==> config.mk <==
export PLATFORM = sky130hd
export DESIGN_NAME = alu_cmd_sequencer_flat
export DESIGN_NICKNAME = d
export VERILOG_FILES = /design/src/rtl/alu_cmd_sequencer_if.sv /design/src/rtl/alu_cmd_sequencer.sv /design/src/flat_wrapper.sv
export SDC_FILE = /design/constraint.sdc
export NUM_CORES = 1
export LEC_CHECK = 0
export ABC_CLOCK_PERIOD_IN_PS = 2400
export BUFFER_PORTS_ARGS = -buffer_cell sky130_fd_sc_hd__buf_2
export CORE_AREA = 2 2 65 67
export CTS_CLUSTER_SIZE = 40
export DETAILED_ROUTE_END_ITERATION = 12
export DIE_AREA = 0 0 67 69
export GPL_TIMING_DRIVEN = 0
export PLACE_DENSITY_LB_ADDON = 0.3
export SETUP_SLACK_MARGIN = 0.02
export SYNTH_ARGS = -nofsm -noshare
export SYNTH_HDL_FRONTEND = slang
export SYNTH_SLANG_ARGS = --single-unit
==> constraint.sdc <==
create_clock -name clk -period 2.4 [get_ports clk]
set_input_delay 0.48 -clock clk [delete_from_list [all_inputs] [get_ports clk]]
set_output_delay 0.48 -clock clk [all_outputs]
set_load 0.02 [all_outputs]
==> src/rtl/alu_cmd_sequencer_if.sv <==
// Command/response handshake bundle between an upstream client and alu_cmd_sequencer.
// master = client that issues commands and consumes responses; slave = the sequencer.
interface alu_cmd_sequencer_if;
    logic        cmd_valid;
    logic        cmd_ready;
    logic [1:0]  cmd_opcode;
    logic [7:0]  cmd_a;
    logic [7:0]  cmd_b;
    logic        rsp_valid;
    logic        rsp_ready;
    logic [15:0] rsp_result;
    logic [1:0]  rsp_opcode;
    logic        rsp_error;

    modport master (
        output cmd_valid, cmd_opcode, cmd_a, cmd_b, rsp_ready,
        input  cmd_ready, rsp_valid, rsp_result, rsp_opcode, rsp_error
    );

    modport slave (
        input  cmd_valid, cmd_opcode, cmd_a, cmd_b, rsp_ready,
        output cmd_ready, rsp_valid, rsp_result, rsp_opcode, rsp_error
    );
endinterface

==> src/rtl/alu_cmd_sequencer.sv <==
// Single-command front-end for alu_top: latch operands, clear the ALU, pulse begin_op,
// wait for done (with timeout) and hand the result back over a valid/ready response.
module alu_cmd_sequencer #(
    parameter int CLR_CYCLES     = 1,
    parameter int BEGIN_CYCLES   = 2,
    parameter int TIMEOUT_CYCLES = 64
) (
    input  logic                 clk,
    input  logic                 reset,
    alu_cmd_sequencer_if.slave   bus,
    output logic                 alu_reset,
    output logic                 alu_begin_op,
    output logic [1:0]           alu_opcode,
    output logic [7:0]           alu_a,
    output logic [7:0]           alu_b,
    input  logic [15:0]          alu_result,
    input  logic                 alu_done,
    output logic                 busy
);
    localparam int CNT_MAX0 = (CLR_CYCLES > BEGIN_CYCLES) ? CLR_CYCLES : BEGIN_CYCLES;
    localparam int CNT_MAX  = (CNT_MAX0 > TIMEOUT_CYCLES) ? CNT_MAX0 : TIMEOUT_CYCLES;
    localparam int CW       = (CNT_MAX > 1) ? $clog2(CNT_MAX) : 1;
    localparam logic [CW-1:0] CLR_LAST   = CW'(CLR_CYCLES - 1);
    localparam logic [CW-1:0] BEGIN_LAST = CW'(BEGIN_CYCLES - 1);
    localparam logic [CW-1:0] TMO_LAST   = CW'(TIMEOUT_CYCLES - 1);

    typedef enum logic [2:0] {
        IDLE  = 3'd0,
        CLEAR = 3'd1,
        ISSUE = 3'd2,
        WAIT  = 3'd3,
        RESP  = 3'd4
    } state_t;

    state_t        state_q, state_d;
    logic [CW-1:0] cnt_q, cnt_d;
    logic [1:0]    opcode_q, opcode_d;
    logic [7:0]    a_q, a_d;
    logic [7:0]    b_q, b_d;
    logic [15:0]   rsp_result_q, rsp_result_d;
    logic [1:0]    rsp_opcode_q, rsp_opcode_d;
    logic          rsp_error_q, rsp_error_d;
    logic          rsp_valid_q, rsp_valid_d;
    logic          begin_op_q, begin_op_d;

    // State register
    always_ff @(posedge clk) begin
        if (reset) begin
            state_q      <= IDLE;
            cnt_q        <= '0;
            opcode_q     <= '0;
            a_q          <= '0;
            b_q          <= '0;
            rsp_result_q <= '0;
            rsp_opcode_q <= '0;
            rsp_error_q  <= 1'b0;
            rsp_valid_q  <= 1'b0;
            begin_op_q   <= 1'b0;
        end else begin
            state_q      <= state_d;
            cnt_q        <= cnt_d;
            opcode_q     <= opcode_d;
            a_q          <= a_d;
            b_q          <= b_d;
            rsp_result_q <= rsp_result_d;
            rsp_opcode_q <= rsp_opcode_d;
            rsp_error_q  <= rsp_error_d;
            rsp_valid_q  <= rsp_valid_d;
            begin_op_q   <= begin_op_d;
        end
    end

    // Next-state and datapath capture
    always_comb begin
        state_d      = state_q;
        cnt_d        = cnt_q;
        opcode_d     = opcode_q;
        a_d          = a_q;
        b_d          = b_q;
        rsp_result_d = rsp_result_q;
        rsp_opcode_d = rsp_opcode_q;
        rsp_error_d  = rsp_error_q;
        unique case (state_q)
            IDLE: begin
                if (bus.cmd_valid) begin
                    opcode_d = bus.cmd_opcode;
                    a_d      = bus.cmd_a;
                    b_d      = bus.cmd_b;
                    cnt_d    = '0;
                    state_d  = CLEAR;
                end
            end
            CLEAR: begin
                if (cnt_q == CLR_LAST) begin
                    cnt_d   = '0;
                    state_d = ISSUE;
                end else begin
                    cnt_d = cnt_q + 1'b1;
                end
            end
            ISSUE: begin
                if (cnt_q == BEGIN_LAST) begin
                    cnt_d   = '0;
                    state_d = WAIT;
                end else begin
                    cnt_d = cnt_q + 1'b1;
                end
            end
            WAIT: begin
                if (alu_done) begin
                    rsp_result_d = alu_result;
                    rsp_opcode_d = opcode_q;
                    rsp_error_d  = 1'b0;
                    state_d      = RESP;
                end else if (cnt_q == TMO_LAST) begin
                    rsp_result_d = '0;
                    rsp_opcode_d = opcode_q;
                    rsp_error_d  = 1'b1;
                    state_d      = RESP;
                end else begin
                    cnt_d = cnt_q + 1'b1;
                end
            end
            RESP: begin
                if (bus.rsp_ready) state_d = IDLE;
            end
            default: state_d = IDLE;
        endcase
    end

    // Outputs: begin_op and rsp_valid are registered off the next state so they
    // line up exactly with ISSUE and RESP.
    always_comb begin
        alu_reset     = reset | (state_q == CLEAR);
        bus.cmd_ready = (state_q == IDLE);
        busy          = (state_q != IDLE);
        begin_op_d    = (state_d == ISSUE);
        rsp_valid_d   = (state_d == RESP);
    end

    assign alu_begin_op   = begin_op_q;
    assign alu_opcode     = opcode_q;
    assign alu_a          = a_q;
    assign alu_b          = b_q;
    assign bus.rsp_valid  = rsp_valid_q;
    assign bus.rsp_result = rsp_result_q;
    assign bus.rsp_opcode = rsp_opcode_q;
    assign bus.rsp_error  = rsp_error_q;
endmodule

==> src/flat_wrapper.sv <==
// flat-port wrapper written by rule: the top's interface ports become plain ports
module alu_cmd_sequencer_flat 
#(
    parameter int CLR_CYCLES     = 1,
    parameter int BEGIN_CYCLES   = 2,
    parameter int TIMEOUT_CYCLES = 64
)
  (clk, reset, alu_reset, alu_begin_op, alu_opcode, alu_a, alu_b, alu_result, alu_done, busy, bus_cmd_valid, bus_cmd_opcode, bus_cmd_a, bus_cmd_b, bus_rsp_ready, bus_cmd_ready, bus_rsp_valid, bus_rsp_result, bus_rsp_opcode, bus_rsp_error);
  alu_cmd_sequencer_if bus_i ();
  input  logic clk;
  input  logic reset;
  output logic alu_reset;
  output logic alu_begin_op;
  output logic [1:0] alu_opcode;
  output logic [7:0] alu_a;
  output logic [7:0] alu_b;
  input  logic [15:0] alu_result;
  input  logic alu_done;
  output logic busy;
  input wire logic [$bits(bus_i.cmd_valid)-1:0] bus_cmd_valid;
  input wire logic [$bits(bus_i.cmd_opcode)-1:0] bus_cmd_opcode;
  input wire logic [$bits(bus_i.cmd_a)-1:0] bus_cmd_a;
  input wire logic [$bits(bus_i.cmd_b)-1:0] bus_cmd_b;
  input wire logic [$bits(bus_i.rsp_ready)-1:0] bus_rsp_ready;
  output wire logic [$bits(bus_i.cmd_ready)-1:0] bus_cmd_ready;
  output wire logic [$bits(bus_i.rsp_valid)-1:0] bus_rsp_valid;
  output wire logic [$bits(bus_i.rsp_result)-1:0] bus_rsp_result;
  output wire logic [$bits(bus_i.rsp_opcode)-1:0] bus_rsp_opcode;
  output wire logic [$bits(bus_i.rsp_error)-1:0] bus_rsp_error;
  assign bus_i.cmd_valid = bus_cmd_valid;
  assign bus_i.cmd_opcode = bus_cmd_opcode;
  assign bus_i.cmd_a = bus_cmd_a;
  assign bus_i.cmd_b = bus_cmd_b;
  assign bus_i.rsp_ready = bus_rsp_ready;
  assign bus_cmd_ready = bus_i.cmd_ready;
  assign bus_rsp_valid = bus_i.rsp_valid;
  assign bus_rsp_result = bus_i.rsp_result;
  assign bus_rsp_opcode = bus_i.rsp_opcode;
  assign bus_rsp_error = bus_i.rsp_error;
  alu_cmd_sequencer #(.CLR_CYCLES(CLR_CYCLES), .BEGIN_CYCLES(BEGIN_CYCLES), .TIMEOUT_CYCLES(TIMEOUT_CYCLES)) u_core (.clk(clk), .reset(reset), .bus(bus_i), .alu_reset(alu_reset), .alu_begin_op(alu_begin_op), .alu_opcode(alu_opcode), .alu_a(alu_a), .alu_b(alu_b), .alu_result(alu_result), .alu_done(alu_done), .busy(busy));
endmodule
Word level (Yosys, flattened, before mapping)
Index checks and enable logic that the tools add are counted.
{"block": "word_totals", "memories": 0, "in_bits": 39, "romBits": 0, "wordCells": 50, "out_inout_bits": 42, "ram_bits": 0, "register_bits": 48, "latchBits": 0}
{"block": "classes", "mux": 19, "shifts": 0, "n_div": 0, "bitwise": 1, "addsub": 1, "multipliers": 0, "n_lt_le_gt_ge": 0, "eq_ne": 11, "reduce_logical": 8}
{"op": "16-bit 2-to-1 mux", "n": 2}
{"op": "6-bit 2-to-1 mux", "n": 5}
{"op": "6-bit case mux with 4 select lines", "n": 1}
{"op": "3-bit 2-to-1 mux", "n": 6}
{"op": "3-bit case mux with 5 select lines", "n": 1}
{"op": "3-bit by 2-bit equality test with 1-bit output (second input constant)", "n": 3}
{"op": "6-bit by 1-bit adder with 6-bit output (second input constant)", "n": 1}
{"op": "3-bit equality test (second input constant)", "n": 2}
{"op": "6-bit by 1-bit equality test with 1-bit output (second input constant)", "n": 1}
{"op": "6-bit equality test (second input constant)", "n": 1}
{"op": "6-bit zero test", "n": 1}
{"op": "2-bit inequality test (second input constant)", "n": 3}
{"op": "2-bit 2-to-1 mux", "n": 2}
{"op": "2-bit AND reduction", "n": 2}
{"op": "4-bit AND reduction", "n": 1}
{"op": "4-bit nonzero test", "n": 1}
{"op": "3-bit by 1-bit equality test with 1-bit output (second input constant)", "n": 1}
{"op": "3-bit zero test", "n": 1}
{"op": "3-bit nonzero test", "n": 1}
{"op": "1-bit 2-to-1 mux", "n": 2}
{"op": "2-bit nonzero test", "n": 1}
{"op": "1-bit OR", "n": 1}

Depth between registers and ports, before layout
Gate-level depths: netlist (run 1).
{"block": "logic_depth", "word_depth": 5, "mapped_depth": 7, "mapped_depth_nobuf": 7}

Worst setup path before layout (run 1)
No wires, ideal clock.
{"block": "synth_path", "path_type": "reg-to-reg", "startpoint": "reg u_core.state_q[1]", "endpoint": "reg u_core.a_q[0], in the netlist u_core.alu_a[0]", "setup_time_ns": 0.132, "path_stages_with_launch": 7, "required_ns": 2.268, "path_buffers": 2, "t_arrival_ns": 1.763, "synth_period_minus_slack_ns": 1.895, "path_slack_ns": 0.505, "cell_sequence": "dfxtp_1 buf_2 nor3_1 nand2_1 clkbuf_1 nand2_1 a21oi_1"}
{"block": "synth_between", "elab_chain_cells": 2}
{"item": "from (decl)", "line": "alu_cmd_sequencer.sv:35", "text": "state_t state_q, state_d;"}
{"item": "from (signal assigned)", "line": "alu_cmd_sequencer.sv:60", "text": "state_q <= state_d;"}
{"item": "3-bit zero test"}
{"item": "net bus_cmd_ready", "line": "flat_wrapper.sv:25", "text": "output wire logic [$bits(bus_i.cmd_ready)-1:0] bus_cmd_ready;"}
{"item": "2-bit AND reduction (no line)"}
{"item": "to (signal assigned)", "line": "alu_cmd_sequencer.sv:52", "text": "a_q <= '0;"}
{"item": "to (signal assigned)", "line": "alu_cmd_sequencer.sv:63", "text": "a_q <= a_d;"}
{"item": "to (decl)", "line": "alu_cmd_sequencer.sv:38", "text": "logic [7:0] a_q, a_d;"}
The timed path passes the listed nets, and every way through them passes these cells.
A chain may end at the register's enable or synchronous reset.

Worst setup path after layout (run 1)
{"block": "layout_path", "startpoint": "reg u_core.state_q[0]", "endpoint": "out alu_reset"}
{"block": "layout_between", "elab_chain_cells": 2}
{"item": "3-bit by 1-bit equality test with 1-bit output", "line": "alu_cmd_sequencer.sv:134", "text": "alu_reset = reset | (state_q == CLEAR);"}
{"item": "1-bit OR", "line": "alu_cmd_sequencer.sv:134"}
{"item": "to (decl)", "line": "flat_wrapper.sv:12", "text": "output logic alu_reset;"}
Every way passes these cells.

==> results of run 1 <==
metal layers:
layer	GRT usage (%)	part of all wire, %	vias up
li1	-	-	935
met1	24.9	46	795
met2	30.4	46	66
met3	5.55	7.3	7
met4	4.76	1.1	0
met5	0	0	-
cell type report:
| cell class | instances | area share, % |
|---|---|---|
| inverters | 6 | 0.925 |
| flip-flops and latches | 48 | 39.5 |
| multi-input cells | 155 | 34.0 |
| well taps | 50 | 2.57 |
| repair buffers | 80 | 16.5 |
| clock buffers | 7 | 3.55 |
| clock inverters | 1 | 0.308 |
| plain buffers | 14 | 2.72 |
power by group through the flow:
stage	combinational [mW]	clock [mW]	sequential, mW
CTS	0.328	0.505	0.860
floorplan	0.171	0	0.919
finish	0.327	0.493	0.860
global placement	0.322	0	0.877
detailed placement	0.327	0	0.879
global route	0.360	0.543	0.866
state kept, by name, summed over array words and instances, names as in the netlist:
| signal | cells |
|---|---|
| u_core.alu_a | 8 |
| u_core.alu_b | 8 |
| u_core.alu_begin_op | 1 |
| u_core.alu_opcode | 2 |
| u_core.bus.rsp_error | 1 |
| u_core.bus.rsp_opcode | 2 |
| u_core.bus.rsp_result | 16 |
| u_core.bus.rsp_valid | 1 |
| u_core.cnt_q | 6 |
| u_core.state_q | 3 |
logic make-up after synthesis:
| family | Yosys count | synth area share, % |
|---|---|---|
| fa+ha+maj | 3 | 2.00 |
| compound gates | 55 | 18.6 |
| buf+inv | 20 | 4.73 |
| flops | 48 | 51.2 |
| simple gates | 95 | 22.4 |
| mux | 2 | 1.07 |
metrics by stage:
step,std cells,hold slack [ns],area (µm²),worst slack [ns]
floorplan,223,0.462,1880,0.505
global placement,353,0.439,2340,0.551
detailed placement,353,0.444,2340,0.493
CTS,361,0.360,2430,0.444
global route,361,0.368,2430,0.302
finish,361,0.364,2430,0.440
cells in the mapped netlist (all sizes together) (2+ instances only):
master / number / area [µm²]
inv: 6 / 22.5
buf: 7 / 40.0
clkbuf: 7 / 26.3
o21ai: 4 / 27.5
nor2: 24 / 90.1
a31oi: 4 / 25.0
a22oi: 16 / 120
and2: 2 / 12.5
dfxtp: 48 / 961
ha: 3 / 37.5
nand2: 46 / 173
nand4b: 2 / 17.5
a21oi: 25 / 129
mux2i: 2 / 20.0
nand3: 10 / 50.1
nor3: 6 / 40.0
how the worst min path moves through the flow:
stage | to | slack (ns) | depth (start not counted)
after floorplan | u_core.cnt_q[1] | 0.46 | 2
after global placement | u_core.alu_b[2] | 0.44 | 2
after detailed placement | u_core.alu_a[0] | 0.44 | 2
after CTS | u_core.state_q[1] | 0.36 | 2
after global routing | u_core.state_q[1] | 0.37 | 2
final | u_core.state_q[1] | 0.36 | 2
==> results.md, run 1 <==
* Core area at 0.00391 mm²
* Number of enable-type register cells in the synthesized netlist at 0
* Clk sinks at 48
* Antenna Violating Nets Remaining at 0
* Final #Nets at 352
* Critical Path Sink: alu_reset
* Peak per-stage delay on the critical path at 0.46 ns
* Reg-to-reg slack, setup at 0.45 ns
* Post-synthesis register bit count at 48
* Post-CTS setup repair buffer count at 0
* Critical path, cell by cell: inv_1, nor2_1, a21o_1, buf_2
* FFs w/ async S/R, synth at 0%
* Clk_lat worst skew at 0.30 ns
* Yosys Warn Count at 0
* Net switching power at 490 µW
* Violation count after the first detailed-routing iteration at 82
* Sequential standard cell area at 961 µm²
* Cts bufs inserted at 5
* Unique cell type count in the Yosys netlist at 32
* Worst setup startpoint: u_core.state_q[0]
* Total area of multi-input combinational cells at 827 µm²
* Post-synthesis cell area at 0.00188 mm²
* Period utilisation layout at 81.7%
* Clock slew seen by the registers of the worst setup and hold paths at 0.09 ns
* Top library cells by usage in the layout, fill and taps aside: sky130_fd_sc_hd__buf_2, sky130_fd_sc_hd__dfxtp_1, sky130_fd_sc_hd__nand2_1
* Share of power burned in registers at 51.2%
* Pint at 1.19 mW
* Routed wire length at 4300 µm
* Floorplan die width at 67 µm
* Finish-stage setup viols at 0
* Reg2reg path depth at 7
* Final design utilization at 62.2%
* Clock Path Buffers at 2
* Min Clock Period, post-route at 1.96 ns
* Highest fanout seen on the critical path at 7
* Total power at 1.68 mW
* Unrepaired setup endpoints after global routing: no
* Switching part of the total at 29.2%
* Buffering stage count on the worst path with inverters included at 2
* Final hold violations at 0
* Logic pwr share at 19.4%
* Top achievable clock speed at 510 MHz
* Prevailing post-synth register cell: sky130_fd_sc_hd__dfxtp_1
* Initial standard-cell utilization of the core at 48.0%
* Outcome: finished clean
* Post-synthesis to final-layout area growth at 29.7%
* CP top delay family: flip-flops
* Root buf cell: sky130_fd_sc_hd__clkbuf_8
* Routed length per placed instance at 11.9 µm
* Post-cts hold buffer count at 0
* Crit path required time at 1.92 ns
* First-pass GRT wire length at 6910 µm
* Setup skew after layout at 0.00853 ns
* Startpoint kind of the worst setup timing path: register
* Fill count at 372
* Number of antenna violations at the first check in global routing at 0
* Worst setup EP type: output pin
* Overall routing resource usage at 19.0%
* Number of stages on the worst setup path at 4
* # DRC at 0
* Capture instance of the worst register-to-register path: u_core.bus.rsp_result[1]
* Pins over their slew limit at 0
* CTS resizes at 0
* Post-route setup TNS at 0 ns
* Overall die height at 69 µm
* Synth Net Count at 265
* Launch point of the worst reg-to-reg path: u_core.cnt_q[0]
* Standby leakage power at 1.13 nW
* Proportion of power drawn by the clock network at 29.3%
* Iteration count of the initial detailed-routing pass at 4
* GR Overflow Total at 0
* Full die area at 0.00462 mm²
* Number of diodes added for antenna fixing at 0
* Via density at 4.99
* Min-Delay Startpoint: reset
* Power density of the placed cells at 690 mW/mm²
* Row Count at 23
* Routability-driven placement congestion ratio at 0.840
* Avg Synthesized Cell Area at 8.42 µm²
* Relative max-transition margin at 68.0%
* Critical path data arrival time at 1.48 ns
* Class of the tightest hold or removal check: input pin to register
* Number of global-route vias before repair at 1,528
* Leading cell type in the layout, fill and taps excluded: sky130_fd_sc_hd__buf_2
* Largest net degree at the start of global routing at 15
* Fraction of the yosys area taken by sequential cells at 51.2%
* Number of port buffers at 80
* Final HPWL DP at 3180 µm
* Total via count in the routed design at 1,803
* IO Pins at 81
* Worst slew pin tran at 0.476 ns
* Number of H-tree levels at 2
* TritonCTS clock tree: yes
* Number of standard cells after synthesis at 223
* Maximum ir drop on the vdd rail at 0.000360 V
* Max-capacitance violation count at 0
* Type of the setup path with the least slack: register to output pin
* Layout cells sized above 1 at 32.8%
* Slowest-stage cell, CP: sky130_fd_sc_hd__dfxtp_1
Power figures use the tool's default switching activity.
==> run 2, diff against run 1 <==
- ABC_CLOCK_PERIOD_IN_PS: 2400 -> 2000
- CORE_AREA: 2 2 65 67 -> 2 2 67 69
- DIE_AREA: 0 0 67 69 -> 0 0 69 71
- clock period: 2.4 -> 2 ns (I/O delays scaled with it)
==> results.md, run 2 (same netlist as run 1, synthesis figures left out) <==
* Initial standard-cell utilization of the core at 44.6% (-3.3 points)
* Launch point of the worst reg-to-reg path: u_core.cnt_q[0]
* Unrepaired setup endpoints after global routing: no
* Overall die height at 71 µm (+2.9%)
* Root buf cell: sky130_fd_sc_hd__clkbuf_8
* Finish-stage setup viols at 0 (unchanged)
* Total power at 2.00 mW (+19%)
* Max-capacitance violation count at 0 (unchanged)
* Largest net degree at the start of global routing at 15 (unchanged)
* Worst setup startpoint: u_core.state_q[0]
* Number of port buffers at 80 (unchanged)
* IO Pins at 81 (unchanged)
* Startpoint kind of the worst setup timing path: register
* Dpl cell area at 0.00234 mm² (+0.11%)
* Routability-driven placement congestion ratio at 0.859 (+2.2%)
* Iteration count of the initial detailed-routing pass at 4 (unchanged)
* Worst setup EP type: output pin
* Top library cells by usage in the layout, fill and taps aside: sky130_fd_sc_hd__buf_2, sky130_fd_sc_hd__dfxtp_1, sky130_fd_sc_hd__nand2_1
* Post-route setup TNS at 0 ns (unchanged)
* Outcome: finished clean
* Row Count at 24 (+4.3%)
* First-pass GRT wire length at 7270 µm (+5.1%)
* Highest fanout seen on the critical path at 7 (unchanged)
* Via density at 4.99 (about the same)
* Setup skew after layout at 0.00452 ns (-0.00400 ns)
* Standby leakage power at 1.13 nW (+0.35%)
* Instance count along the most critical hold path at 2 (unchanged)
* Core area at 0.00420 mm² (+7.4%)
* Class of the tightest hold or removal check: input pin to register
* Critical Path Sink: alu_reset
* Final #Nets at 352 (unchanged)
* Routed wire length at 4210 µm (-2.0%)
* Largest register FFs at 16 (unchanged)
* Reg-to-reg slack, setup at 0.19 ns (-0.26 ns)
* Post-CTS setup repair buffer count at 0 (unchanged)
* # DRC at 0 (unchanged)
* Final HPWL DP at 3080 µm (-3.0%)
* Type of the setup path with the least slack: register to output pin
* Crit path required time at 1.60 ns (-0.32 ns)
* Capture instance of the worst register-to-register path: u_core.bus.rsp_result[13]
* Number of antenna violations at the first check in global routing at 0 (unchanged)
* Routed length per placed instance at 11.6 µm (-2.3%)
* Pins over their slew limit at 0 (unchanged)
* Antenna Violating Nets Remaining at 0 (unchanged)
* Full die area at 0.00490 mm² (+6.0%)
* Placement-stage worst setup slack at 0.133 ns (-0.360 ns)
* Layout cells sized above 1 at 33.2% (+0.43 points)
* Violation count after the first detailed-routing iteration at 90 (+9.8%)
* Cts bufs inserted at 5 (unchanged)
* Final worst setup slack at 0.157 ns (-0.283 ns)
* GR Overflow Total at 0 (unchanged)
* Period utilisation layout at 92.1%
* Post-synthesis to final-layout area growth at 29.7% (about the same)
* Number of diodes added for antenna fixing at 0 (unchanged)
* CTS resizes at 0 (unchanged)
* Count of non-filler cells in the finished layout at 362 (+0.28%)
* Leading cell type in the layout, fill and taps excluded: sky130_fd_sc_hd__buf_2
* Final hold violations at 0 (unchanged)
* Critical path data arrival time at 1.44 ns (-0.04 ns)
* Overall routing resource usage at 17.9% (-1.1 points)
* TritonCTS clock tree: yes
* Maximum ir drop on the vdd rail at 0.000456 V (+27%)
* Total via count in the routed design at 1,807 (+0.22%)
* Top achievable clock speed at 543 MHz
* Power density of the placed cells at 821 mW/mm² (+19%)
* Post-cts hold buffer count at 0 (unchanged)
* Clk sinks at 48 (unchanged)
* Clk_lat worst skew at 0.30 ns (about the same)
* Fill count at 397 (+6.7%)
* Number of placed instances, taps included at 355 (+0.57%)
* Clock Path Buffers at 2 (unchanged)
* Number of global-route vias before repair at 1,625 (+6.3%)
* Reg2reg path depth at 7 (unchanged)
* Min Clock Period, post-route at 1.84 ns
* Clock slew seen by the registers of the worst setup and hold paths at 0.08 ns (about the same)
* Final std cell area, no fill at 0.00243 mm² (about the same)
* Worst slew pin tran at 0.480 ns (+0.00417 ns)
* Number of H-tree levels at 2 (unchanged)
* Relative max-transition margin at 68.0% (about the same)
* Floorplan die width at 69 µm (+3.0%)
==> run 2: changes by cell type in the layout (fill, tap and decap cells not counted), sizes merged <==
cell	change
clkinv	+1
clkbuf	-2
buf	+1
clkinvlp	-1
==> run 2: where the power goes <==
part	internal, mW	switching (mW)	total (mW)
registers	1.00	0.0277	1.03
clock network	0.276	0.303	0.578
logic	0.143	0.246	0.389
==> run 2: metrics by stage <==
stage                     util [%]  hold slack [ns]
after detailed placement      55.7            0.443
after global placement        55.7            0.439
final                         57.9            0.300
after global routing          57.9            0.300
after floorplan                  -            0.462
after CTS                     57.9            0.291
==> run 2: worst max-delay path: stages (launching register included) <==
cell	delay, ns
sky130_fd_sc_hd__dfxtp_1	0.45
sky130_fd_sc_hd__inv_1	0.12
sky130_fd_sc_hd__nor2_1	0.24
sky130_fd_sc_hd__a21o_1	0.17
sky130_fd_sc_hd__buf_2	0.16
==> run 2: routing by layer <==
| metal | track usage [%] | share of wire (%) | vias to the layer above |
|---|---|---|---|
| li1 | - | - | 934 |
| met1 | 23.6 | 46 | 801 |
| met2 | 28.3 | 45 | 67 |
| met3 | 6.27 | 8.3 | 5 |
| met4 | 4.58 | 0.95 | 0 |
| met5 | 0 | 0 | - |
==> run 2: layout make-up <==
cell class | instances | area (µm²) | share of cell area [%]
Tap cell | 52 | 65.1 | 2.67
Clock inverter | 1 | 8.76 | 0.360
Multi-Input combinational cell | 155 | 827 | 34.0
Clock buffer | 6 | 82.6 | 3.39
Timing Repair Buffer | 80 | 400 | 16.4
Sequential cell | 48 | 961 | 39.5
Inverter | 6 | 22.5 | 0.925
Buffer | 14 | 67.6 | 2.77
==> run 2: worst min-delay path by stage <==
| stage | from | end | slack (ns) |
|---|---|---|---|
| global route | reset | u_core.state_q[1] | 0.30 |
| finish | reset | u_core.state_q[1] | 0.30 |
| detailed placement | u_core.alu_b[5] | u_core.alu_b[5] | 0.44 |
| global placement | u_core.alu_b[3] | u_core.alu_b[3] | 0.44 |
| CTS | reset | u_core.state_q[1] | 0.29 |
| floorplan | u_core.cnt_q[1] | u_core.cnt_q[1] | 0.46 |
